==> config.mk <==
export PLATFORM = sky130hd
export DESIGN_NAME = rf_ctrl_fsm_flat
export DESIGN_NICKNAME = d
export VERILOG_FILES = /design/src/rtl/rf_ctrl_fsm_pkg.sv /design/src/rtl/rf_ctrl_fsm_if.sv /design/src/rtl/rf_ctrl_fsm_dec.sv /design/src/rtl/rf_ctrl_fsm.sv /design/src/flat_wrapper.sv
export SDC_FILE = /design/constraint.sdc
export NUM_CORES = 1
export LEC_CHECK = 0
export ABC_AREA = 1
export CORE_ASPECT_RATIO = 0.9
export CORE_UTILIZATION = 39
export DETAILED_ROUTE_END_ITERATION = 6
export PLACE_DENSITY = 0.87
export SLEW_MARGIN = 20
export SYNTH_ARGS = -nofsm -noshare
export SYNTH_HDL_FRONTEND = slang
export SYNTH_SLANG_ARGS = --single-unit
==> constraint.sdc <==
create_clock -name clk -period 1.72 [get_ports clk]
set_input_delay 0.258 -clock clk [delete_from_list [all_inputs] [get_ports clk]]
set_output_delay 0.258 -clock clk [all_outputs]
set_load 0.01 [all_outputs]
==> src/rtl/rf_ctrl_fsm_pkg.sv <==
// Shared types and encodings for the rf_ctrl_fsm sequencer.
// RF_CTRL_ILLEGAL_TRAP_EN adds the HALT state used to trap illegal instructions.
package rf_ctrl_pkg;

  localparam int DATA_W = 16;
  localparam int REG_AW = 3;

  localparam logic [2:0] OPC_MOV = 3'b110;
  localparam logic [2:0] OPC_ALU = 3'b101;

  localparam logic [1:0] OP_MOV_IMM = 2'b10;
  localparam logic [1:0] OP_MOV_REG = 2'b00;
  localparam logic [1:0] OP_ADD     = 2'b00;
  localparam logic [1:0] OP_CMP     = 2'b01;
  localparam logic [1:0] OP_AND     = 2'b10;
  localparam logic [1:0] OP_MVN     = 2'b11;

  localparam logic [1:0] VSEL_C   = 2'b00;
  localparam logic [1:0] VSEL_IMM = 2'b10;

  typedef enum logic [2:0] {
    S_WAIT,
    S_DECODE,
    S_WRITE_IMM,
    S_GET_A,
    S_GET_B,
    S_ALU,
    S_WRITE_REG
`ifdef RF_CTRL_ILLEGAL_TRAP_EN
    , S_HALT
`endif
  } state_t;

endpackage

==> src/rtl/rf_ctrl_fsm_if.sv <==
// Instruction handshake and regfile/datapath control bundle for rf_ctrl_fsm.
// Handshake: w is the ready signal; instr_in is taken on the edge where w && s, s is ignored while w is low.
interface rf_ctrl_fsm_if;
  import rf_ctrl_pkg::*;

  logic              s;
  logic [DATA_W-1:0] instr_in;
  logic              w;
  logic              err;
  logic [REG_AW-1:0] readnum;
  logic [REG_AW-1:0] writenum;
  logic              write;
  logic              loada;
  logic              loadb;
  logic              loadc;
  logic              loads;
  logic              asel;
  logic              bsel;
  logic [1:0]        vsel;
  logic [DATA_W-1:0] sximm8;
  logic [1:0]        shift;
  logic [1:0]        aluop;
  state_t            state_dbg;

  modport master (
    output s, instr_in,
    input  w, err, readnum, writenum, write, loada, loadb, loadc, loads,
    input  asel, bsel, vsel, sximm8, shift, aluop, state_dbg
  );

  modport slave (
    input  s, instr_in,
    output w, err, readnum, writenum, write, loada, loadb, loadc, loads,
    output asel, bsel, vsel, sximm8, shift, aluop, state_dbg
  );

endinterface

==> src/rtl/rf_ctrl_fsm_dec.sv <==
// Combinational instruction decoder: field split, imm8 sign extension and legality.
module rf_instr_dec
  import rf_ctrl_pkg::*;
(
  input  logic [DATA_W-1:0] ir,
  output logic [2:0]        opcode,
  output logic [1:0]        op,
  output logic [REG_AW-1:0] rn,
  output logic [REG_AW-1:0] rd,
  output logic [1:0]        sh,
  output logic [REG_AW-1:0] rm,
  output logic [DATA_W-1:0] sximm8,
  output logic              legal
);

  assign opcode = ir[15:13];
  assign op     = ir[12:11];
  assign rn     = ir[10:8];
  assign rd     = ir[7:5];
  assign sh     = ir[4:3];
  assign rm     = ir[2:0];
  assign sximm8 = {{(DATA_W-8){ir[7]}}, ir[7:0]};

  // MOV only has the immediate and register forms; every ALU op is implemented.
  assign legal = (opcode == OPC_ALU) ||
                 ((opcode == OPC_MOV) && ((op == OP_MOV_IMM) || (op == OP_MOV_REG)));

endmodule

==> src/rtl/rf_ctrl_fsm.sv <==
// Moore sequencer for the Simple RISC Machine regfile/ALU datapath.
// Build with RF_CTRL_ILLEGAL_TRAP_EN to trap illegal instructions in HALT with err=1.
module rf_ctrl_fsm
  import rf_ctrl_pkg::*;
(
  input  logic          clk,
  input  logic          reset,
  rf_ctrl_fsm_if.slave  bus
);

  state_t            state_q, state_d;
  logic [DATA_W-1:0] ir_q, ir_d;

  logic [2:0]        opcode;
  logic [1:0]        op;
  logic [REG_AW-1:0] rn, rd, rm;
  logic [1:0]        sh;
  logic [DATA_W-1:0] sximm8;
  logic              legal;

  rf_instr_dec u_dec (
    .ir     (ir_q),
    .opcode (opcode),
    .op     (op),
    .rn     (rn),
    .rd     (rd),
    .sh     (sh),
    .rm     (rm),
    .sximm8 (sximm8),
    .legal  (legal)
  );

  logic is_mov, is_mov_imm, is_cmp;
  assign is_mov     = (opcode == OPC_MOV);
  assign is_mov_imm = is_mov && (op == OP_MOV_IMM);
  assign is_cmp     = (opcode == OPC_ALU) && (op == OP_CMP);

  always_comb begin
    ir_d = ir_q;
    if ((state_q == S_WAIT) && bus.s) ir_d = bus.instr_in;
  end

  always_ff @(posedge clk) begin
    if (reset) begin
      state_q <= S_WAIT;
      ir_q    <= '0;
    end else begin
      state_q <= state_d;
      ir_q    <= ir_d;
    end
  end

  always_comb begin
    state_d = state_q;
    case (state_q)
      S_WAIT:      if (bus.s) state_d = S_DECODE;
      S_DECODE: begin
        if (!legal) begin
`ifdef RF_CTRL_ILLEGAL_TRAP_EN
          state_d = S_HALT;
`else
          state_d = S_WAIT;
`endif
        end else if (is_mov_imm) state_d = S_WRITE_IMM;
        else if (is_mov)         state_d = S_GET_B;
        else                     state_d = S_GET_A;
      end
      S_WRITE_IMM: state_d = S_WAIT;
      S_GET_A:     state_d = S_GET_B;
      S_GET_B:     state_d = S_ALU;
      S_ALU:       state_d = is_cmp ? S_WAIT : S_WRITE_REG;
      S_WRITE_REG: state_d = S_WAIT;
`ifdef RF_CTRL_ILLEGAL_TRAP_EN
      S_HALT:      state_d = S_HALT;
`endif
      default:     state_d = S_WAIT;
    endcase
  end

  logic              w_o, write_raw, loada_o, loadb_o, loadc_o, loads_o, asel_o;
  logic [REG_AW-1:0] readnum_o, writenum_o;
  logic [1:0]        vsel_o;

  always_comb begin
    w_o        = 1'b0;
    write_raw  = 1'b0;
    loada_o    = 1'b0;
    loadb_o    = 1'b0;
    loadc_o    = 1'b0;
    loads_o    = 1'b0;
    asel_o     = 1'b0;
    readnum_o  = '0;
    writenum_o = '0;
    vsel_o     = VSEL_C;
    case (state_q)
      S_WAIT:      w_o = 1'b1;
      S_WRITE_IMM: begin
        writenum_o = rn;
        vsel_o     = VSEL_IMM;
        write_raw  = 1'b1;
      end
      S_GET_A: begin
        readnum_o = rn;
        loada_o   = 1'b1;
      end
      S_GET_B: begin
        readnum_o = rm;
        loadb_o   = 1'b1;
      end
      S_ALU: begin
        // MOV reg runs as 0 + shifted Rm through the adder.
        asel_o  = is_mov;
        loads_o = is_cmp;
        loadc_o = !is_cmp;
      end
      S_WRITE_REG: begin
        writenum_o = rd;
        vsel_o     = VSEL_C;
        write_raw  = 1'b1;
      end
      default: ;
    endcase
  end

  assign bus.w         = w_o;
  assign bus.write     = write_raw & ~reset;
  assign bus.loada     = loada_o;
  assign bus.loadb     = loadb_o;
  assign bus.loadc     = loadc_o;
  assign bus.loads     = loads_o;
  assign bus.asel      = asel_o;
  assign bus.bsel      = 1'b0;
  assign bus.readnum   = readnum_o;
  assign bus.writenum  = writenum_o;
  assign bus.vsel      = vsel_o;
  assign bus.sximm8    = sximm8;
  assign bus.shift     = is_mov_imm ? 2'b00 : sh;
  assign bus.aluop     = is_mov ? 2'b00 : op;
  assign bus.state_dbg = state_q;
`ifdef RF_CTRL_ILLEGAL_TRAP_EN
  assign bus.err       = (state_q == S_HALT);
`else
  assign bus.err       = 1'b0;
`endif

endmodule

==> src/flat_wrapper.sv <==
// flat-port wrapper written by rule: the top's interface ports become plain ports
module rf_ctrl_fsm_flat import rf_ctrl_pkg::*;
  (clk, reset, bus_s, bus_instr_in, bus_w, bus_err, bus_readnum, bus_writenum, bus_write, bus_loada, bus_loadb, bus_loadc, bus_loads, bus_asel, bus_bsel, bus_vsel, bus_sximm8, bus_shift, bus_aluop, bus_state_dbg);
  rf_ctrl_fsm_if bus_i ();
  input  logic clk;
  input  logic reset;
  input wire logic [$bits(bus_i.s)-1:0] bus_s;
  input wire logic [$bits(bus_i.instr_in)-1:0] bus_instr_in;
  output wire logic [$bits(bus_i.w)-1:0] bus_w;
  output wire logic [$bits(bus_i.err)-1:0] bus_err;
  output wire logic [$bits(bus_i.readnum)-1:0] bus_readnum;
  output wire logic [$bits(bus_i.writenum)-1:0] bus_writenum;
  output wire logic [$bits(bus_i.write)-1:0] bus_write;
  output wire logic [$bits(bus_i.loada)-1:0] bus_loada;
  output wire logic [$bits(bus_i.loadb)-1:0] bus_loadb;
  output wire logic [$bits(bus_i.loadc)-1:0] bus_loadc;
  output wire logic [$bits(bus_i.loads)-1:0] bus_loads;
  output wire logic [$bits(bus_i.asel)-1:0] bus_asel;
  output wire logic [$bits(bus_i.bsel)-1:0] bus_bsel;
  output wire logic [$bits(bus_i.vsel)-1:0] bus_vsel;
  output wire logic [$bits(bus_i.sximm8)-1:0] bus_sximm8;
  output wire logic [$bits(bus_i.shift)-1:0] bus_shift;
  output wire logic [$bits(bus_i.aluop)-1:0] bus_aluop;
  output wire logic [$bits(bus_i.state_dbg)-1:0] bus_state_dbg;
  assign bus_i.s = bus_s;
  assign bus_i.instr_in = bus_instr_in;
  assign bus_w = bus_i.w;
  assign bus_err = bus_i.err;
  assign bus_readnum = bus_i.readnum;
  assign bus_writenum = bus_i.writenum;
  assign bus_write = bus_i.write;
  assign bus_loada = bus_i.loada;
  assign bus_loadb = bus_i.loadb;
  assign bus_loadc = bus_i.loadc;
  assign bus_loads = bus_i.loads;
  assign bus_asel = bus_i.asel;
  assign bus_bsel = bus_i.bsel;
  assign bus_vsel = bus_i.vsel;
  assign bus_sximm8 = bus_i.sximm8;
  assign bus_shift = bus_i.shift;
  assign bus_aluop = bus_i.aluop;
  assign bus_state_dbg = bus_i.state_dbg;
  rf_ctrl_fsm u_core (.clk(clk), .reset(reset), .bus(bus_i));
endmodule
# --- Word-level counts from Yosys, hierarchy flattened ---
# Index checks and enable logic that the tools add are counted.
# W data, S select, Z words.
totals:
  reg_bits: 19
  input_bits: 19
  output_inout_bits: 40
  wordCells: 43
op_classes:
  n_eq_ne: 11
  muxes: 18
  n_bitwise: 2
  reduce_logical: 10
ops:
  columns: ["cell", "count"]
  rows:
  - ["$eq A3 B3 Y1 const B", 5]
  - ["$mux W3", 5]
  - ["$pmux W3 S5", 1]
  - ["$pmux W3 S2", 2]
  - ["$mux W1", 7]
  - ["$eq A3 B2 Y1 const B", 2]
  - ["$mux W2", 3]
  - ["$logic_and A1 B1 Y1", 4]
  - ["$eq A3 B1 Y1 const B", 1]
  - ["$logic_not A3 Y1", 1]
  - ["$eq A2 B1 Y1 const B", 1]
  - ["$eq A2 B2 Y1 const B", 1]
  - ["$logic_not A2 Y1", 1]
  - ["$logic_or A1 B1 Y1", 2]
  - ["$ne A2 B2 Y1 const B", 1]
  - ["$reduce_or A2 Y1", 1]
  - ["$and A1 B1 Y1", 1]
  - ["$logic_not A1 Y1", 1]
  - ["$not A1 Y1", 1]

# --- Logic depth before layout (Yosys ltp) ---
# Gate-level depths: netlist of the first run.
logic_depth:
  depth_word: 6
  mapped_depth: 6
  ltp_nobuf: 6

# --- Modules after synthesis ---
# From an unflattened synthesis of the first run, not the netlist that was laid out.
hier_totals:
  cells_unflattened: 182
  hier_area_um2: 1247.4
modules_own_cells:
  columns: ["mod", "n_inst", "cells_each", "area_per_inst_um2", "seq_area_each_um2"]
  rows:
  - ["rf_ctrl_fsm", 1, 144, 979.7, 380.4]
  - ["rf_instr_dec", 1, 38, 267.8, 0.0]

# --- Worst setup path before layout of the first run ---
# Ideal clock, no wire load.
synth_timing:
  path_type: "flip-flop to output port"
  from: "register u_core.state_q[1], in the netlist u_core.bus.state_dbg[1]"
  to: "output bus_writenum[0]"
  arrival_time_ns: 1.102
  required_time_ns: 1.462
  setup_slack_ns: 0.360
  stages_incl_launch_ff: 5
  path_buffers: 0
  path_cell_list: "dfxtp_1 nand2_1 nor2_1 inv_1 o22ai_1"
synth_between:
  elab_chain_cells: 2
  word_cells_on_any_way: 3
  classes_between: "eq/ne: 2; mux: 1"
synth_rtl:
  columns: ["item", "line_no", "rtl"]
  rows:
  - ["start, declared", "rf_ctrl_fsm.sv:11", "state_t state_q, state_d;"]
  - ["start signal, assigned", "rf_ctrl_fsm.sv:48", "state_q <= state_d;"]
  - ["$eq A3 B3 Y1 / $eq A3 B2 Y1 (equally long branches)", "rf_ctrl_fsm.sv:95", "case (state_q)"]
  - ["$pmux W3 S2 *", "rf_ctrl_fsm.sv:95", null]
  - ["end, declared", "flat_wrapper.sv:12", "output wire logic [$bits(bus_i.writenum)-1:0] bus_writenum;"]
# Mark *: on every way between the ends. The rest lies on a longest branch, timed or not.

# --- Worst setup path after layout of the first run ---
layout_timing:
  from: "register u_core.ir_q[14]"
  to: "output bus_shift[1]"
layout_between:
  elab_chain_cells: 3
layout_rtl:
  columns: ["item", "line_no", "rtl"]
  rows:
  - ["start, declared", "rf_ctrl_fsm.sv:12", "logic [DATA_W-1:0] ir_q, ir_d;"]
  - ["start signal, assigned", "rf_ctrl_fsm.sv:49", "ir_q <= ir_d;"]
  - ["$eq A3 B3 Y1", "rf_ctrl_fsm.sv:34", "assign is_mov = (opcode == OPC_MOV);"]
  - ["$logic_and A1 B1 Y1", "rf_ctrl_fsm.sv:35", "assign is_mov_imm = is_mov && (op == OP_MOV_IMM);"]
  - ["$mux W2", "rf_ctrl_fsm.sv:137", "assign bus.shift = is_mov_imm ? 2'b00 : sh;"]
  - ["end, declared", "flat_wrapper.sv:22", "output wire logic [$bits(bus_i.shift)-1:0] bus_shift;"]
# No other way between the ends.

==> results of run 1 <==
==> worst register-to-register path, cell delays in order, from the launching register on <==
cell and delay, ns:
dfxtp_4 0.38, buf_4 0.14, nor3_4 0.20, buf_4 0.25, nand2_4 0.16, nand2_1 0.10, a21oi_1 0.06
==> Yosys cell counts (all sizes together) <==
| cell type | number |
|---|---|
| o21a | 2 |
| nor2 | 13 |
| nand3 | 20 |
| clkbuf | 3 |
| a21oi | 20 |
| o22ai | 3 |
| nand2 | 35 |
| buf | 22 |
| conb | 1 |
| nor3 | 1 |
| o21ai | 5 |
| dfxtp | 19 |
| inv | 20 |
==> stage by stage <==
step                      power (W)  setup slack, ns  TNS, ns  cells
after detailed placement   0.000752          -0.0104  -0.0104    246
after CTS                  0.000978           0.0122        0    250
after global routing        0.00102          -0.0713   -0.235    250
after global placement     0.000747           0.0434        0    246
after floorplan            0.000653            0.360        0    166
final                      0.000972           0.0418        0    250
==> how the worst min path moves through the flow <==
stage / to / slack [ns] / cells after the start
after CTS: u_core.ir_q[8]$_SDFFE_PP0P_ / 0.47 / 2
after floorplan: u_core.ir_q[10]$_SDFFE_PP0P_ / 0.42 / 2
final: u_core.ir_q[11]$_SDFFE_PP0P_ / 0.47 / 2
after global routing: u_core.ir_q[8]$_SDFFE_PP0P_ / 0.50 / 2
after detailed placement: u_core.ir_q[8]$_SDFFE_PP0P_ / 0.45 / 2
after global placement: u_core.ir_q[8]$_SDFFE_PP0P_ / 0.45 / 2
==> kinds of logic after synthesis <==
group / share of synthesized area [%]
other: 0.338
AO/OA/AOI/OAI: 14.6
AND/OR/NAND/NOR: 27.4
flip-flops: 34.2
buffers and inverters: 23.4
==> where the power goes <==
group	total, W	switching, W	internal, W
sequential	0.000488	0.0000217	0.000466
clock	0.000237	0.000148	0.0000887
combinational	0.000248	0.000115	0.000133
total	0.000972	0.000285	0.000687
==> state kept, by name (all words and copies together), names as in the netlist <==
name	count
u_core.ir_q	16
u_core.bus.state_dbg	3
==> final cells by class <==
type                    instances  area (um2)
fillers                       231         946
repair buffers                 67         597
multi-input cells             102         488
flip-flops and latches         19         390
inverters                      20        75.1
well taps                      38        47.5
clock buffers                   3        22.5
clock inverters                 1        7.51
==> layer usage <==
layer	share of wire (%)	track usage (%)
met1	45	23.7
met3	6.5	5.43
met4	0.90	3.97
met2	48	33.9
met5	0	0
==> repair_timing <==
action                                 4_1_cts  5_1_grt
setup endpoints to repair                   19       10
gates resized for setup                     34        7
endpoints found under the hold margin        0        0
==> out/qor.yml, run 1 <==
status: "completed"
synthCells: 164
cp-startpoint: "u_core.ir_q[14]$_SDFFE_PP0P_"
clkSinkCount: 19
critPathBufInv: 2
cts_tree: "yes"
fp.dieH_um: 52.6
dieArea_um2: 3070
vias_per_cell: 4.63
final_util_pct: 63.2
yosys.cell_types.count: 18
critPathLaunchType: "flop"
syn_to_final_growth_pct: 46.5
crit_slowest_cell: "dfxtp_1"
whs_ns: 0.473
placed_area_um2: 1620
boundaryPins: 59
final_cell_mix: "37 x clkdlybuf4s50_1, 34 x nand2_1, 20 x inv_1"
wl_per_cell_um: 11.1
fp.dieW_um: 58.3
io_buffer_count: 55
end_kind: "output pin"
clockBufferDepth: 2
hold_buffers: 0
grt_setup_unrepaired: "yes"
hold_start: "u_core.ir_q[11]$_SDFFE_PP0P_"
rows: 17
yosysTopAreaCellShare_pct: 34.2
syn-cell-area_um2: 1110
maxCapViolations: 0
first_global_vias: 1065
rr_worst_depth: 6
antenna_left: 0
leakagePower_nw: 0.710
synth_area_leaders: "dfxtp_1 34%, buf_4 13%, nand2_1 11%"
start_util_pct: 43.2
crit_cells: 5
crit_fanout: 4
gp_congestion: 0.800
routed_wl_um: 2770
required_ns: 1.46
hpwl_um: 2190
slowest_delay_ns: 0.37
grt_start_max_net_pins: 19
drt-pass1-iter-count: 4
ys_seq_area_share_pct: 34.2
grt_pass1_wl_um: 4520
crit_family: "buffers and inverters"
cp.arrival_ns: 1.42
yosysTopAreaCell: "dfxtp_1"
critical_path_class: "flop to output pin"
finalClockSkew_ns: 0.00356
syn_avg_cell_area_um2: 6.77
antenna-diode-count: 0
min_period_over_period_pct: 97.6
ys_warn_count: 0
reg2reg_slack_ns: 0.32
mostFrequentLayoutCell: "clkdlybuf4s50_1"
track_usage_pct: 19.4
fin_crit_ns: 1.68
max_freq_ghz: 0.596
p_per_area_nw_per_um2: 597
cts.reportedPaths.clkPinSlew_ns: 0.11
worstSkewPairLatency_ns: 0.30
r2r-end: "u_core.ir_q[5]$_SDFFE_PP0P_"
peakVddDrop_mv: 0.461
cts_setup_buffers: 0
hold_viol_final: 0
slew_violations: 0
grt_antenna_before_repair: 0
htree_levels: 1
critPathCapture: "bus_shift[1]"
setup_violations: 0
drt_iter0_markers: 51
num_vias: 1157
grt.overflow.total: 0
final_area_um2: 1630
drive_gt1_share_pct: 15.1
r2r_start: "u_core.bus.state_dbg[0]$_SDFFE_PP0P_"
drcViolationCount: 0
final_nets: 232
min_path_type: "flop to flop"
cts_buffers: 3
root_buffer: "clkbuf_4"
core_um2: 2570
ys_ff_latch: 19
path_cells: "nand2_1 -> nor2_1 -> inv_1 -> o21a_1 -> dlygate4sd2_1"
(Power assumes the default switching activity.)
==> run 2, diff against run 1 <==
--- a/config.mk
+++ b/config.mk
@@ -7,8 +7,10 @@
 export LEC_CHECK = 0
 export ABC_AREA = 1
 export CORE_ASPECT_RATIO = 0.9
+export CORE_MARGIN = 4
 export CORE_UTILIZATION = 39
 export DETAILED_ROUTE_END_ITERATION = 6
+export GPL_ROUTABILITY_DRIVEN = 0
 export PLACE_DENSITY = 0.87
 export SLEW_MARGIN = 20
 export SYNTH_ARGS = -nofsm -noshare
==> out/qor.yml, run 2 (synthesis gave the netlist of run 1 again) <==
slowest_delay_ns: 0.53
finalClockSkew_ns: 0.0151
path_cells: "buf_4 -> clkdlybuf4s50_1"
dp_cells: 247
track_usage_pct: 16.0
final_cell_mix: "37 x clkdlybuf4s50_1, 34 x nand2_1, 19 x inv_1, 19 x nand3_1, 19 x a21oi_1"
worst_hold_path.num_cells: 2
rows: 18
hold_viol_final: 0
min_period_over_period_pct: 94.8
cts_tree: "yes"
grt_start_max_net_pins: 19
p_per_area_nw_per_um2: 593
start_util_pct: 40.4
first_global_vias: 1051
syn_to_final_growth_pct: 47.9
required_ns: 1.46
crit_family: "buffers and inverters"
vias_per_cell: 4.69
grt_pass1_wl_um: 4760
slew_violations: 0
fin_crit_ns: 1.63
wl_per_cell_um: 11.9
routed_wl_um: 2990
worstSkewPairLatency_ns: 0.31
maxCapViolations: 0
critical_path_class: "flop to output pin"
min_path_type: "flop to flop"
worst_slack_ns: 0.0888
end_kind: "output pin"
cts.reportedPaths.clkPinSlew_ns: 0.12
antenna-diode-count: 0
boundaryPins: 59
grt.overflow.total: 0
drt_iter0_markers: 50
crit_slowest_cell: "clkdlybuf4s50_1"
final_area_um2: 1640
status: "completed"
largest_register: "u_core.ir_q"
r2r-end: "u_core.ir_q[2]$_SDFFE_PP0P_"
crit_fanout: 6
io_buffer_count: 55
max_freq_ghz: 0.613
antenna_left: 0
dieArea_um2: 3770
preCtsSetupSlack_ns: 0.0171
fp.dieH_um: 58.6
drcViolationCount: 0
grt_antenna_before_repair: 0
hold_buffers: 0
rr_worst_depth: 6
mostFrequentLayoutCell: "clkdlybuf4s50_1"
cts_buffers: 3
core_um2: 2750
critPathBufInv: 2
stdcell_count: 252
fp.dieW_um: 64.3
cp.arrival_ns: 1.37
clockBufferDepth: 2
final_nets: 232
hold_start: "u_core.ir_q[9]$_SDFFE_PP0P_"
largest_reg_flops: 16
drt-pass1-iter-count: 4
peakVddDrop_mv: 0.582
drive_gt1_share_pct: 17.0
htree_levels: 1
r2r_start: "u_core.bus.state_dbg[1]$_SDFFE_PP0P_"
num_vias: 1181
reg2reg_slack_ns: 0.29
worstHoldEndpoint: "u_core.ir_q[9]$_SDFFE_PP0P_"
clkSinkCount: 19
leakagePower_nw: 0.750
hpwl_um: 2350
placed_area_um2: 1620
root_buffer: "clkbuf_4"
setup_violations: 0
critPathLaunchType: "flop"
-- run 2: cell count changes in the layout (fill, tap and decap cells not counted), sizes merged --
cell           delta
dlygate4sd2       -3
clkdlybuf4s15     -1
buf               -1
dlymetal6s2s      +3
clkbuf            +2
-- run 2: cell type report --
class,count,area (um2)
fillers,273,1100
repair buffers,67,603
multi-input cells,102,490
flip-flops and latches,19,394
inverters,20,75.1
well taps,40,50.0
clock buffers,3,22.5
clock inverters,1,7.51
-- run 2: worst max-delay path by stage --
stage                             endpoint  cells after the start                                 start
after global placement      bus_readnum[0]                      3  u_core.bus.state_dbg[0]$_SDFFE_PP0P_
after detailed placement    bus_readnum[1]                      3  u_core.bus.state_dbg[0]$_SDFFE_PP0P_
after CTS                        bus_loads                      5  u_core.bus.state_dbg[2]$_SDFFE_PP0P_
final                     bus_state_dbg[2]                      2  u_core.bus.state_dbg[2]$_SDFFE_PP0P_
after floorplan            bus_writenum[0]                      4  u_core.bus.state_dbg[1]$_SDFFE_PP0P_
after global routing       bus_writenum[0]                      6  u_core.bus.state_dbg[0]$_SDFFE_PP0P_
-- run 2: report_power, final --
group | leakage, nW | switching [W] | internal (W)
registers | 0.159 | 0.0000241 | 0.000465
clock network | 0.0139 | 0.000150 | 0.0000888
logic | 0.577 | 0.000115 | 0.000132
total | 0.750 | 0.000289 | 0.000685
-- run 2: tightest hold or removal path, stage by stage (launching register included) --
cell	delay [ns]
dfxtp_1	0.33
nand2_1	0.06
a21oi_1	0.05
-- run 2: timing repair --
action                     4_1_cts  5_1_grt
setup endpoints to repair       18       13
pin swaps                        0        1
gates cloned                     0        0
gates resized for setup         24       24
hold endpoints to repair         0        0
buffers inserted                 0        1
-- run 2: stage by stage --
step	power (W)	setup TNS (ns)	util, %	hold slack, ns
2_1_floorplan	0.000653	0	-	0.422
3_3_place_gp	0.000746	0	58.8	0.451
3_5_place_dp	0.000751	0	58.8	0.456
4_1_cts	0.000978	-0.537	59.9	0.473
5_1_grt	0.00102	-0.000321	59.8	0.493
6_report	0.000974	0	59.8	0.472
-- run 2: layer usage --
layer / part of all wire [%] / wire length [um] / track usage, %
met1: 40 / 1200 / 20.5
met2: 51 / 1510 / 27.2
met3: 9.0 / 269 / 4.58
met4: 0.27 / 8 / 2.71
met5: 0 / 0 / 0
